--- config.mk ---
export PLATFORM = sky130hd
export DESIGN_NAME = instr_read_sequencer
export DESIGN_NICKNAME = d
export VERILOG_FILES = /design/src/rtl/instr_read_sequencer.sv
export SDC_FILE = /design/constraint.sdc
export NUM_CORES = 1
export LEC_CHECK = 0
export ABC_CLOCK_PERIOD_IN_PS = 4300
export BUFFER_PORTS_ARGS = -buffer_cell sky130_fd_sc_hd__buf_2
export CORE_ASPECT_RATIO = 0.5
export CORE_MARGIN = 3
export CORE_UTILIZATION = 42
export CTS_CLUSTER_DIAMETER = 200
export DETAILED_ROUTE_END_ITERATION = 16
export PLACE_DENSITY = 0.86
export SLEW_MARGIN = 10
export SYNTH_ARGS = -nofsm -noshare
export SYNTH_HDL_FRONTEND = slang
export SYNTH_SLANG_ARGS = --single-unit
export TNS_END_PERCENT = 50
--- constraint.sdc ---
create_clock -name clk -period 4.3 [get_ports clk]
set_input_delay 0.215 -clock clk [delete_from_list [all_inputs] [get_ports clk]]
set_output_delay 0.215 -clock clk [all_outputs]
set_load 0.02 [all_outputs]
--- src/rtl/instr_read_sequencer.sv ---
// instr_read_sequencer: walks a window of instruction-register locations
// through read_pointer. It captures each returned word (opcode, operands,
// result) and presents it on a valid/ready stream.
//
// Ports:
//   clk, reset           clock and asynchronous active-high reset
//   start, base_addr,    start a walk of `count` locations from base_addr;
//   count                start is sampled only in IDLE
//   abort                cancels the current walk, with no done pulse
//   read_pointer, iw_*   read address and combinational read data
//   out_valid/out_ready  output handshake
//   out_opc/_op_a/_op_b  captured word fields
//   out_res, out_addr    captured result and source location
//   out_last             final word of the walk
//   out_mismatch         recomputed result differs from out_res
//   busy, done           walk in progress; one-cycle completion pulse
//   err_cnt              saturating count of accepted mismatching words
//
// Optional feature macro: INSTR_RESULT_CHECK_EN. When it is defined, the
// expected result is recomputed and compared. When it is undefined,
// out_mismatch and err_cnt are tied to 0.
module instr_read_sequencer #(
    parameter int ADDR_W = 5,
    parameter int OPC_W  = 4,
    parameter int OP_W   = 32,
    parameter int RES_W  = 64,
    parameter int ERR_W  = 16
) (
    input  logic              clk,
    input  logic              reset,
    input  logic              start,
    input  logic [ADDR_W-1:0] base_addr,
    input  logic [ADDR_W:0]   count,
    input  logic              abort,
    output logic [ADDR_W-1:0] read_pointer,
    input  logic [OPC_W-1:0]  iw_opc,
    input  logic [OP_W-1:0]   iw_op_a,
    input  logic [OP_W-1:0]   iw_op_b,
    input  logic [RES_W-1:0]  iw_res,
    output logic              out_valid,
    input  logic              out_ready,
    output logic [OPC_W-1:0]  out_opc,
    output logic [OP_W-1:0]   out_op_a,
    output logic [OP_W-1:0]   out_op_b,
    output logic [RES_W-1:0]  out_res,
    output logic [ADDR_W-1:0] out_addr,
    output logic              out_last,
    output logic              out_mismatch,
    output logic              busy,
    output logic              done,
    output logic [ERR_W-1:0]  err_cnt
);

    typedef enum logic [1:0] {
        S_IDLE,
        S_FETCH,
        S_HOLD,
        S_DONE
    } state_t;

    state_t          state;
    state_t          state_nx;
    logic [ADDR_W:0] remaining;
    logic            go;
    logic            accept;

    // abort outranks start, and a handshake that coincides with abort
    // is not treated as accepted
    assign go     = start & ~abort;
    assign accept = (state == S_HOLD) & out_valid & out_ready & ~abort;

    always_ff @(posedge clk or posedge reset) begin
        if (reset) state <= S_IDLE;
        else       state <= state_nx;
    end

    always_comb begin
        state_nx = state;
        unique case (state)
            S_IDLE: begin
                if (go) state_nx = (count == '0) ? S_DONE : S_FETCH;
            end
            S_FETCH: state_nx = abort ? S_IDLE : S_HOLD;
            S_HOLD: begin
                if (abort)       state_nx = S_IDLE;
                else if (accept) state_nx = out_last ? S_DONE : S_FETCH;
            end
            S_DONE:  state_nx = S_IDLE;
            default: state_nx = S_IDLE;
        endcase
    end

    always_ff @(posedge clk or posedge reset) begin
        if (reset) begin
            read_pointer <= '0;
            remaining    <= '0;
            out_valid    <= 1'b0;
            out_opc      <= '0;
            out_op_a     <= '0;
            out_op_b     <= '0;
            out_res      <= '0;
            out_addr     <= '0;
            out_last     <= 1'b0;
            busy         <= 1'b0;
            done         <= 1'b0;
        end else begin
            done <= 1'b0;
            unique case (state)
                S_IDLE: begin
                    if (go && count != '0) begin
                        remaining    <= count;
                        read_pointer <= base_addr;
                        busy         <= 1'b1;
                    end
                end
                S_FETCH: begin
                    if (abort) begin
                        busy <= 1'b0;
                    end else begin
                        out_opc   <= iw_opc;
                        out_op_a  <= iw_op_a;
                        out_op_b  <= iw_op_b;
                        out_res   <= iw_res;
                        out_addr  <= read_pointer;
                        out_last  <= (remaining == (ADDR_W+1)'(1));
                        out_valid <= 1'b1;
                    end
                end
                S_HOLD: begin
                    if (abort) begin
                        out_valid <= 1'b0;
                        busy      <= 1'b0;
                    end else if (accept) begin
                        out_valid <= 1'b0;
                        remaining <= remaining - 1'b1;
                        // wraps naturally modulo the register depth
                        if (!out_last)
                            read_pointer <= read_pointer + 1'b1;
                    end
                end
                S_DONE: begin
                    busy <= 1'b0;
                    if (!abort) done <= 1'b1;
                end
                default: ;
            endcase
        end
    end

`ifdef INSTR_RESULT_CHECK_EN
    logic signed [RES_W-1:0] sa;
    logic signed [RES_W-1:0] sb;
    logic signed [RES_W-1:0] exp_res;

    always_comb begin
        sa      = {{(RES_W-OP_W){iw_op_a[OP_W-1]}}, iw_op_a};
        sb      = {{(RES_W-OP_W){iw_op_b[OP_W-1]}}, iw_op_b};
        exp_res = '0;
        case (iw_opc)
            OPC_W'(1): exp_res = sa;
            OPC_W'(2): exp_res = sb;
            OPC_W'(3): exp_res = sa + sb;
            OPC_W'(4): exp_res = sa - sb;
            OPC_W'(5): exp_res = sa * sb;
            OPC_W'(6): if (sb != '0) exp_res = sa / sb;
            OPC_W'(7): if (sb != '0) exp_res = sa % sb;
            default:   exp_res = '0;
        endcase
    end

    always_ff @(posedge clk or posedge reset) begin
        if (reset) begin
            out_mismatch <= 1'b0;
            err_cnt      <= '0;
        end else begin
            if (state == S_FETCH && !abort)
                out_mismatch <= (exp_res != iw_res);
            if (accept && out_mismatch && err_cnt != '1)
                err_cnt <= err_cnt + 1'b1;
        end
    end
`else
    assign out_mismatch = 1'b0;
    assign err_cnt      = '0;
`endif

endmodule

==> run metrics <==
fillcell total=1213; final slew viol count=0; DRT antenna net count=0; Hold Vio Cnt, Final=0; Worst slew margin=0.294; max cap viols=0; flop-to-flop setup slack=1570 ps; CP required=4580 ps; WHS Path Cells=2; Synth cell types=46; WHS Endpoint=out_op_a[11]$_DFFE_PP0P_; design area=0.00861 mm^2; Final Net Count=895; Core Area=0.0147 mm^2; worst slack at placement=1620 ps; top-area cell type share of the netlist area=0.602; I/O Pins=311; Die X=181 um; WL/cell=17.0 um; fin crit period=2730 ps; largest net degree at the start of global routing=107; clock sinks=154; ys flop type=dfrtp_1; most frequent cell after synthesis=dfrtp_1; worst reg2reg path endpoint=remaining[5]$_DFFE_PP0P_; Peak VDD IR=0.000457 V; worst reg2reg startpoint=state[0]$_DFFE_PP0P_; root buffer cell=clkbuf_16; Die Span Y=93.3 um; Final Cycle Share=0.634; vias per cell=4.94; fin worst setup slack=1570 ps; vias in the first global route=4886; Hold Crit Class=in -> reg; Worst-path clk slew=70 ps; Cell Pwr Density=861 mW/mm^2; Async S/R FF share, synth=1.00; Synthesis Warnings=0; reg2reg path depth=5; vias=4692; initial antenna violation count=0; Worst setup SP type=flip-flop; Max Clock Freq=367 MHz; synth cell count leaders=154 x dfrtp_1, 138 x mux2_2, 18 x buf_4; Layout Skew=6.58 ps; Worst Setup Path Type=reg -> reg; WL final=16.2 mm; CP max FO=22; post_cts resized=0; Overflow after GRT=0; number of port buffers=293; Fin Setup TNS=0 ps; synth top area cells=dfrtp_1 60%, mux2_2 24%, buf_4 2.1%, ha_1 1.6%, buf_2 1.1%; EDFF count, synth=0; Lkg Pwr=4.12 nW; insertion delay to the later sink of the worst-skew pair=400 ps; Initial Utilization=0.436; Post-Syn Instances=445; drt pass-1 iters=4; syn_area_per_cell=14.4 um^2; Worst-Margin Slew=1060 ps; Yosys top cell by area=dfrtp_1; CTS Hold Buffers Added=0; # Post-CTS Setup Buffers=0; share of post-route cells with drive strength above 1=0.632; clock buffer depth=2; CTS tree=yes; post-placement cell area=0.00803 mm^2; H-tree depth=4; Cell Area, Synth=0.00641 mm^2; final weighted congestion in routability-driven placement=0.846; status=complete, no violations; DRT iter0 DRCs=204; Std-Cell Rows=31; cts bufs inserted=17; first-pass GRT wire length=25.4 mm; RSZ-0062 raised after global routing=no; Antenna Cells=0; sequential cell area fraction in the yosys report=0.602; HP Start=iw_op_a[11]; #FFs+latches synth=154; Setup crit end kind=flip-flop; Arr. time, crit path=3010 ps; area added between synthesis and finish=34.4%; gr usage total=0.188; final setup fails=0; post-DP HPWL=12.1 mm; die area=0.0169 mm^2; DRC viols=0
-- state kept, by name (all words and copies together), names as in the netlist --
signal and cells:
out_op_b 32, state 2, out_res 64, out_last 1
out_opc 4, read_pointer 5, out_addr 5, done 1
busy 1, remaining 6, out_op_a 32, out_valid 1
-- critical path, cell delays in order (launching register included) --
cell	delay, ps
dfrtp_1	420
inv_1	130
ha_1	700
nand3_1	350
a221oi_2	660
mux2_4	350
-- power by group --
part | switching [mW] | leakage (nW) | internal, mW
combinational | 1.93 | 2.05 | 1.43
clock | 0.621 | 0.270 | 0.828
sequential | 0.414 | 1.81 | 2.19
-- stage by stage --
stage	cells	util	power, mW	hold WS (ps)
after global placement	918	0.546	5.87	446
after detailed placement	918	0.546	6.01	450
final	950	0.585	7.41	39.9
after global routing	950	0.585	7.84	16.8
after CTS	950	0.585	7.49	21.2
after floorplan	461	-	4.84	367
-- cell usage in the layout, fill, tap and decap left out, types with 2 or more instances in the layout --
cell type,count
o22ai_1,2
o2111ai_1,3
clkbuf_16,17
mux2_2,138
nand3_1,9
buf_12,3
and4_1,2
clkinv_4,2
dfrtp_1,154
inv_6,5
or3_1,2
nor3_1,2
nor2_1,6
o31ai_1,2
a31oi_1,2
buf_2,293
inv_1,11
a21oi_1,9
o21ai_0,11
or3b_2,2
ha_1,8
nand2b_1,5
clkinvlp_4,5
conb_1,17
nand2_1,9
mux2i_1,2
a2bb2oi_1,2
a2111oi_0,2
-- worst max path at each step --
stage,from,end,cells past startpoint
after floorplan,reset,busy$_DFFE_PP0P_,1
after global placement,state[0]$_DFFE_PP0P_,remaining[5]$_DFFE_PP0P_,5
after detailed placement,state[0]$_DFFE_PP0P_,remaining[5]$_DFFE_PP0P_,5
after CTS,state[0]$_DFFE_PP0P_,remaining[5]$_DFFE_PP0P_,5
after global routing,state[0]$_DFFE_PP0P_,remaining[5]$_DFFE_PP0P_,5
final,state[0]$_DFFE_PP0P_,remaining[5]$_DFFE_PP0P_,5
-- logic make-up (layout without fill, tap and decap cells) --
logic type	count (synthesis)	in the layout	synth area share
AOI/OAI and AO/OA	46	46	0.0521
adders and majority gates	8	8	0.0156
buffers and inverters	50	341	0.0426
DFF	154	154	0.602
muxes	142	142	0.250
other	1	17	0.000585
and+or+nand+nor	44	44	0.0377
-- per-layer routing --
| layer | share of wire | global-route usage | vias to the layer above | routed length, um |
|---|---|---|---|---|
| li1 | - | - | 2147 | - |
| met1 | 0.39 | 0.226 | 2382 | 6310 |
| met2 | 0.55 | 0.344 | 137 | 8970 |
| met3 | 0.039 | 0.0423 | 26 | 627 |
| met4 | 0.017 | 0.0523 | 0 | 279 |
| met5 | 0 | 0 | - | 0 |
-- layout make-up --
type                       instances  area (um^2)  area share
timing repair buffer             297         1530       0.178
inverter                          12         48.8     0.00567
clock buffer                      19          443      0.0515
sequential                       154         3850       0.448
multi-input combinational        257         2350       0.273
tap                              198          248      0.0288
clock inverter                    13          133      0.0154
Note: power is estimated with default switching activity, not from simulation.
